## src/rtl/hazard_scoreboard.sv

```systemverilog
// Five-stage MIPS hazard unit: a shift-register scoreboard of in-flight writes drives stall and forward selects.
// Define HAZARD_STATS_EN to add the stall_cnt / md_stall_cnt performance counters.
module hazard_scoreboard #(
  parameter int REG_AW     = 5,
  parameter int TNEW_W     = 2,
  parameter int NUM_STAGES = 3,
  parameter int MUL_CYCLES = 5,
  parameter int DIV_CYCLES = 10
) (
  input  logic                                  clk,
  input  logic                                  reset_n,
  input  logic [REG_AW-1:0]                     d_rs,
  input  logic [REG_AW-1:0]                     d_rt,
  input  logic                                  d_rs_used,
  input  logic                                  d_rt_used,
  input  logic [TNEW_W-1:0]                     d_tuse_rs,
  input  logic [TNEW_W-1:0]                     d_tuse_rt,
  input  logic [REG_AW-1:0]                     d_a3,
  input  logic [TNEW_W-1:0]                     d_tnew,
  input  logic                                  d_is_md,
  input  logic                                  md_start,
  input  logic                                  md_is_div,
  input  logic                                  flush,
  output logic                                  stall,
  output logic [$clog2(NUM_STAGES+1)-1:0]       d_fwd_rs_sel,
  output logic [$clog2(NUM_STAGES+1)-1:0]       d_fwd_rt_sel,
  output logic [$clog2(NUM_STAGES+1)-1:0]       e_fwd_rs_sel,
  output logic [$clog2(NUM_STAGES+1)-1:0]       e_fwd_rt_sel,
  output logic                                  md_busy
`ifdef HAZARD_STATS_EN
  ,
  output logic [31:0]                           stall_cnt,
  output logic [31:0]                           md_stall_cnt
`endif
);

  localparam int SEL_W  = $clog2(NUM_STAGES + 1);
  localparam int MD_MAX = (DIV_CYCLES > MUL_CYCLES) ? DIV_CYCLES : MUL_CYCLES;
  localparam int MD_W   = $clog2(MD_MAX + 1);

  typedef struct packed {
    logic [REG_AW-1:0] a3;
    logic [TNEW_W-1:0] tnew;
    logic [REG_AW-1:0] rs;
    logic [REG_AW-1:0] rt;
    logic              rs_used;
    logic              rt_used;
  } entry_t;

  // Index k is the stage k positions downstream of D (1 = E, 2 = M, ...).
  entry_t          entry_q [1:NUM_STAGES];
  entry_t          d_entry;
  logic [MD_W-1:0] md_cnt_q;
  logic            reg_hazard;
  logic            md_lock;

  function automatic entry_t age(input entry_t e);
    entry_t r;
    r = e;
    if (e.tnew != '0) r.tnew = e.tnew - TNEW_W'(1);
    return r;
  endfunction

  always_comb begin
    d_entry         = '0;
    d_entry.a3      = d_a3;
    d_entry.tnew    = d_tnew;
    d_entry.rs      = d_rs;
    d_entry.rt      = d_rt;
    d_entry.rs_used = d_rs_used;
    d_entry.rt_used = d_rt_used;
  end

  // ---------------------------------------------------------------------------
  // Scoreboard shift register
  // ---------------------------------------------------------------------------
  // NOTE: every entry is reset; the array is only NUM_STAGES deep and a stale
  // a3/tnew after reset would raise phantom stalls, unlike a datapath RAM.
  always_ff @(posedge clk or negedge reset_n) begin
    if (!reset_n) begin
      for (int k = 1; k <= NUM_STAGES; k++) entry_q[k] <= '0;
    end else if (flush) begin
      for (int k = 1; k <= NUM_STAGES; k++) entry_q[k] <= '0;
    end else begin
      // NOTE: sequential state uses non-blocking assignments so every entry
      // shifts from its pre-edge neighbour regardless of statement order.
      entry_q[1] <= stall ? entry_t'('0) : d_entry;
      for (int k = 2; k <= NUM_STAGES; k++) entry_q[k] <= age(entry_q[k-1]);
    end
  end

  // ---------------------------------------------------------------------------
  // Multiply/divide busy counter
  // ---------------------------------------------------------------------------
  always_ff @(posedge clk or negedge reset_n) begin
    if (!reset_n) begin
      md_cnt_q <= '0;
    end else if (md_start && md_cnt_q == '0) begin
      md_cnt_q <= md_is_div ? MD_W'(DIV_CYCLES) : MD_W'(MUL_CYCLES);
    end else if (md_cnt_q != '0) begin
      md_cnt_q <= md_cnt_q - MD_W'(1);
    end
  end

  assign md_busy = (md_cnt_q != '0);
  assign md_lock = d_is_md && (md_start || md_busy);

  // ---------------------------------------------------------------------------
  // Register hazards: source needed before the in-flight producer delivers it
  // ---------------------------------------------------------------------------
  always_comb begin
    // NOTE: default every combinationally assigned signal first; a path that
    // skips the assignment would otherwise infer a latch.
    reg_hazard = 1'b0;
    for (int k = 1; k <= NUM_STAGES; k++) begin
      if (entry_q[k].a3 != '0 && d_rs_used && d_rs == entry_q[k].a3 &&
          d_tuse_rs < entry_q[k].tnew)
        reg_hazard = 1'b1;
      if (entry_q[k].a3 != '0 && d_rt_used && d_rt == entry_q[k].a3 &&
          d_tuse_rt < entry_q[k].tnew)
        reg_hazard = 1'b1;
    end
  end

  // The md_start term is a raw input, so gate with reset to keep stall low in reset.
  assign stall = reset_n && (reg_hazard || md_lock);

  // ---------------------------------------------------------------------------
  // Forward selects: scan far to near so the nearest ready producer wins
  // ---------------------------------------------------------------------------
  always_comb begin
    d_fwd_rs_sel = '0;
    d_fwd_rt_sel = '0;
    e_fwd_rs_sel = '0;
    e_fwd_rt_sel = '0;
    for (int k = NUM_STAGES; k >= 1; k--) begin
      if (entry_q[k].a3 != '0 && entry_q[k].tnew == '0) begin
        if (entry_q[k].a3 == d_rs) d_fwd_rs_sel = SEL_W'(k);
        if (entry_q[k].a3 == d_rt) d_fwd_rt_sel = SEL_W'(k);
      end
    end
    for (int k = NUM_STAGES; k >= 2; k--) begin
      if (entry_q[k].a3 != '0 && entry_q[k].tnew == '0) begin
        if (entry_q[1].rs_used && entry_q[1].rs == entry_q[k].a3)
          e_fwd_rs_sel = SEL_W'(k);
        if (entry_q[1].rt_used && entry_q[1].rt == entry_q[k].a3)
          e_fwd_rt_sel = SEL_W'(k);
      end
    end
  end

`ifdef HAZARD_STATS_EN
  // Free-running statistics; flush leaves them untouched.
  always_ff @(posedge clk or negedge reset_n) begin
    if (!reset_n) begin
      stall_cnt    <= '0;
      md_stall_cnt <= '0;
    end else begin
      if (stall) stall_cnt <= stall_cnt + 32'd1;
      if (stall && !reg_hazard) md_stall_cnt <= md_stall_cnt + 32'd1;
    end
  end
`endif

endmodule

```

## config.mk

```make
export PLATFORM = sky130hd
export DESIGN_NAME = hazard_scoreboard
export DESIGN_NICKNAME = d
export VERILOG_FILES = /design/src/rtl/hazard_scoreboard.sv
export SDC_FILE = /design/constraint.sdc
export NUM_CORES = 1
export LEC_CHECK = 0
export CAP_MARGIN = 30
export CELL_PAD_IN_SITES_DETAIL_PLACEMENT = 1
export CELL_PAD_IN_SITES_GLOBAL_PLACEMENT = 1
export CORE_ASPECT_RATIO = 2
export CORE_UTILIZATION = 35
export DETAILED_ROUTE_END_ITERATION = 8
export PLACE_DENSITY_LB_ADDON = 0.1
export SLEW_MARGIN = 20
export SYNTH_ARGS = -nofsm -noshare
export SYNTH_HDL_FRONTEND = slang
export SYNTH_SLANG_ARGS = --single-unit
```

## constraint.sdc

```tcl
create_clock -name clk -period 2.1 [get_ports clk]
set_input_delay 0.42 -clock clk [delete_from_list [all_inputs] [get_ports clk]]
set_output_delay 0.42 -clock clk [all_outputs]
set_load 0.02 [all_outputs]
```

# ---- After elaboration in Yosys (flattened, before gate mapping)
# Cells that the tools add are included.
dict set report word_totals {
  word_cells 114
  regBits 49
  romBits 0
  mem_count 0
  latch_bits 0
  output_inout_bits 10
  ram_bits 0
}
dict set report op_classes {
  n_addsub 3
  bitwise 0
  div 0
  magnitude_cmp 6
  shifts 0
  n_mux 33
  reduce_logical 41
  mul 0
  eq_ne 16
}
# cell count
set ops {}
lappend ops {{== test 5 bit} 16}
lappend ops {{two-way mux 57 bit} 1}
lappend ops {{two-way mux 2 bit} 22}
lappend ops {{logical AND 1 bit} 28}
lappend ops {{two-way mux 19 bit} 1}
lappend ops {{nonzero test 5 bit} 3}
lappend ops {{< comparator 2 bit} 6}
lappend ops {{two-way mux 4 bit} 3}
lappend ops {{logical NOT 2 bit} 3}
lappend ops {{two-way mux 1 bit} 6}
lappend ops {{nonzero test 2 bit} 3}
lappend ops {{logical NOT 4 bit} 1}
lappend ops {{nonzero test 4 bit} 1}
lappend ops {{subtractor 2 x 1 -> 2 bit, second input constant} 2}
lappend ops {{subtractor 4 x 1 -> 4 bit, second input constant} 1}
lappend ops {{logical OR 1 bit} 2}

# ---- Depth between registers and ports, before layout
# Gate-level depths: netlist (run 1).
dict set report depth {
  word_depth 14
  depth_mapped 7
  depth_no_buf 6
}

# ---- Worst setup path after synthesis (run 1)
# OpenSTA, ideal clock, no wires.
dict set report synth_timing {
  path_type {input-to-output}
  from {input d_tuse_rt[1]}
  to {output stall}
  arrival_time_ns 1.770
  cell_stages 6
  slack_ns -0.090
  n_path_buf 1
  t_required_ns 1.680
  cell_sequence {ha_1 o21ai_0 or4b_1 o2111ai_2 buf_6 o21a_1}
}
dict set report synth_between {
  elab_chain_len 9
  elab_cells_between_ends 13
  classes_between {order compare (3); mux (5); reduce/logical (5)}
}
# element line
set synth_lines {}
lappend synth_lines {{from (decl)} 17} ;# input logic [TNEW_W-1:0] d_tuse_rt,
lappend synth_lines {{< comparator 2 bit} 120} ;# d_tuse_rt < entry_q[k].tnew)
lappend synth_lines {{logical AND 1 bit} 119} ;# if (entry_q[k].a3 != '0 && d_rt_used && d_rt == entry_q[k].a3 &&
lappend synth_lines {{two-way mux 1 bit} 119}
lappend synth_lines {{two-way mux 1 bit} 116} ;# if (entry_q[k].a3 != '0 && d_rs_used && d_rs == entry_q[k].a3 &&
lappend synth_lines {{two-way mux 1 bit} 119}
lappend synth_lines {{two-way mux 1 bit} 116}
lappend synth_lines {{two-way mux 1 bit (*)} 119}
lappend synth_lines {{logical OR 1 bit (*)} 126} ;# assign stall = reset_n && (reg_hazard || md_lock);
lappend synth_lines {{logical AND 1 bit (*)} 126}
lappend synth_lines {{to (decl)} 24} ;# output logic stall,
# Every way passes the cells marked *; elsewhere a longest branch is shown, timed or not.

# ---- Worst setup path after layout (run 1)
dict set report layout_timing {
  from {register entry_q[52] (netlist bit)}
  to {output d_fwd_rt_sel[1]}
}
dict set report layout_between {
  elab_chain_len 3
  elab_cells_between_ends 5
  classes_between {eq/ne (1); mux (2); reduce/logical (2)}
}
# element line
set layout_lines {}
lappend layout_lines {{from (decl)} 51} ;# entry_t entry_q [1:NUM_STAGES];
lappend layout_lines {{== test 5 bit / nonzero test 5 bit (equally long branches)} {139, 137}}
lappend layout_lines {{two-way mux 2 bit / logical AND 1 bit (equally long branches)} {139, 137}}
lappend layout_lines {{two-way mux 2 bit (*)} 137} ;# if (entry_q[k].a3 != '0 && entry_q[k].tnew == '0) begin
lappend layout_lines {{to (decl)} 26} ;# output logic [$clog2(NUM_STAGES+1)-1:0] d_fwd_rt_sel,
# Marks and branches as above.

==> flow_summary.json, run 1 <==
{
  "synthToLayoutAreaGrowth_pct": 52.9,
  "synth.most_common_cell": "xor2_1",
  "synth_edf_count": 0,
  "drv_cap": 0,
  "slew_headroom_pct": 76.0,
  "power.total_w": 0.00257,
  "violations": "negative setup slack",
  "reg2regPathDepth": 7,
  "synth_flop_cell": "dfrtp_1",
  "dpl.cell_count": 471,
  "status": "finished, violations left",
  "cts_root_buf": "clkbuf_16",
  "dp_hpwl_um": 6650,
  "tightestPinTransition_ps": 358,
  "diodes": 0,
  "insertion_delay_ps": 290,
  "rrSetupSlack_ps": 80,
  "critPathRequiredTime_ps": 1680,
  "cp_slowest_cell": "dfrtp_1",
  "grt_max_degree": 53,
  "clkTransAtPathRegs_ps": 60,
  "synthTopCellsByArea": "dfrtp_1, xor2_1, nand4_1",
  "overflow": 0,
  "stdcell_count": 493,
  "grt.total_usage_pct": 25.2,
  "hp-class": "in2async",
  "synth_top_area_cell": "dfrtp_1",
  "antenna_found_initial": 0,
  "leakage_nw": 1.89,
  "yosysSeqAreaShare_pct": 35.4,
  "grt_pass1_vias": 2982,
  "portBuffers": 38,
  "first_pass_iters": 4,
  "ant_nets": 0,
  "ios": 39,
  "synthesis.nets": 342,
  "fp.dieH_um": 124,
  "cts_buffers": 5,
  "pwr-share-comb_pct": 36.8,
  "switching_power_w": 0.000855,
  "routed_wl_um": 9440,
  "post-route-period-util_pct": 117,
  "wl_per_cell_um": 19.1,
  "synth_cell_type_count": 38,
  "fp.dieW_um": 63.1,
  "p_int_w": 0.00171,
  "maxSlewViolCount": 0,
  "core_um2": 7270,
  "p_clk_share_pct": 29.3,
  "startpoint_type": "flop",
  "fin_tns_setup_ps": -2060,
  "nNetsFinal": 437,
  "dieArea_um2": 7850,
  "vias": 2627,
  "setup_violations": 9,
  "avgSynthCellArea_um2": 8.58,
  "synth-seq-cells": 37,
  "crit_fanout": 3,
  "tritoncts": "done",
  "finClkSkew_ps": 7.98,
  "clockBufferDepth": 2,
  "pwr-share-seq_pct": 33.8,
  "ys_async_sr_fraction_pct": 100,
  "viasPerCell": 5.33,
  "rsz0062_at_grt": "true",
  "initial_core_util_pct": 36.0,
  "rows": 44,
  "fmax_mhz": 409,
  "final.setup.worst_slack_ps": -347,
  "crit_path_cell_trace": "buf_4 > xor2_2 > nor3_4 > nand3_2 > or2_4 > a21boi_2 > buf_6",
  "drc": 0,
  "endpoint_kind": "primary output",
  "syn_inst": 305,
  "slowest_delay_ps": 390,
  "p_per_area_nw_per_um2": 641,
  "grt_pass1_wl_um": 14900,
  "whs_ps": 193,
  "crit_arrival_ps": 2030,
  "yosys_warnings": 0,
  "syn_area_um2": 2620,
  "layout-drive-gt1-share_pct": 34.9,
  "hold_viol": 0,
  "fin_util_pct": 55.1,
  "crit_type": "reg2out",
  "cts.htree.levels": 2,
  "swShare_pct": 33.3,
  "synth_top_cell_area_share_pct": 35.4,
  "clock_sinks": 37,
  "synthTopCellsByCount": "xor2_1, dfrtp_1, nor2_1",
  "globalplace.congestion": 0.848,
  "drt_iter0_markers": 95,
  "ctsHoldBuffers": 0,
  "fin_crit_ps": 2450,
  "irDropWorstVdd_mv": 0.408
}
[worst paths after layout]
kind / start / endpoint
worst max-delay path: entry_q[52] / d_fwd_rt_sel[1]
worst min-delay path: reset_n / entry_q[14]
worst max register to register: entry_q[51] / entry_q[47]
worst min register to register: entry_q[50] / entry_q[31]
max in group asynchronous: reset_n / entry_q[15]
min in group clk: d_rt[3] / entry_q[43]
[cell type report]
cell class	instances	area (um^2)
fill	862	3270
timing repair buffer	113	985
inverter	21	78.8
tap	92	115
clock inverter	3	17.5
sequential	37	936
clock buffer	5	125
multi-input combinational	222	1740
[timing repair]
item,CTS,global route
resized for setup,91,28
hold endpoints to repair,0,0
pin swaps,26,18
setup buffers,13,3
endpoints found under the setup margin,29,28
[placed cells by master (no fill, tap or decap), drive strengths merged, types with 2 or more instances in the layout]
cell and instances:
or2 2, o32ai 14, nand2b 5, clkdlybuf4s50 15
a211oi 6, a21oi 2, inv 21, dfrtp 37
nand4 25, o31ai 2, clkbuf 6, dlygate4sd2 11
nor2 28, nor4 4, o21a 2, nand3 8
nor3 13, nand2 11, a21boi 2, clkinv 2
and3 2, nor2b 15, xnor2 7, buf 85
or3 2, ha 8, xor2 44, o21ai 11
[critical path: cells and delay by family, from the launching register on]
| family | cells | cell delay (ps) |
|---|---|---|
| AO/OA/AOI/OAI | 1 | 170 |
| XOR/XNOR | 1 | 190 |
| buffers and inverters | 2 | 290 |
| flip-flops | 1 | 390 |
| AND/OR/NAND/NOR | 3 | 690 |
[layer usage]
metal  vias up  share of wire (%)  wire (um)  GRT usage, %
met1      1320                 36       3440          25.7
met3        18                1.9        184          3.21
met4         0                3.8        357          10.7
li1       1242                  -          -             -
met2        47                 58       5460          48.9
met5         -                  0          0             0
[power by group through the flow]
stage	sequential (W)	clock [W]	combinational (W)
floorplan	0.000867	0	0.000423
global placement	0.000873	0	0.000817
detailed placement	0.000877	0	0.000851
CTS	0.000866	0.000773	0.000911
global route	0.000878	0.000802	0.00103
finish	0.000869	0.000753	0.000945
[through the flow]
| stage | instance area (um^2) | setup slack (ps) |
|---|---|---|
| global placement | 3500 | -1030 |
| CTS | 3860 | -374 |
| global route | 4000 | -409 |
| finish | 4000 | -347 |
| floorplan | 2640 | 4.04 |
| detailed placement | 3500 | -1110 |
[kinds of logic (layout without fill, tap and decap cells)]
kind of cell | count (synthesis) | in the layout | share of synthesized area (%)
simple gates | 120 | 120 | 24.3
xor+xnor | 51 | 51 | 17.1
buf+inv | 46 | 142 | 7.37
compound gates | 42 | 42 | 11.7
flops | 37 | 37 | 35.4
fa+ha+maj | 8 | 8 | 3.83
mux | 1 | 1 | 0.383
[sequential cells by signal, summed over array words and instances (netlist names)]
signal and flops:
entry_q 33, md_cnt_q 4
(Power assumes the default switching activity.)
==> inputs of run 2 (changes only) <==
- CTS_CLUSTER_DIAMETER: not set -> 120
==> results of run 2 <==
Same layout as run 1: the final DEF is identical, and so are final timing and power.
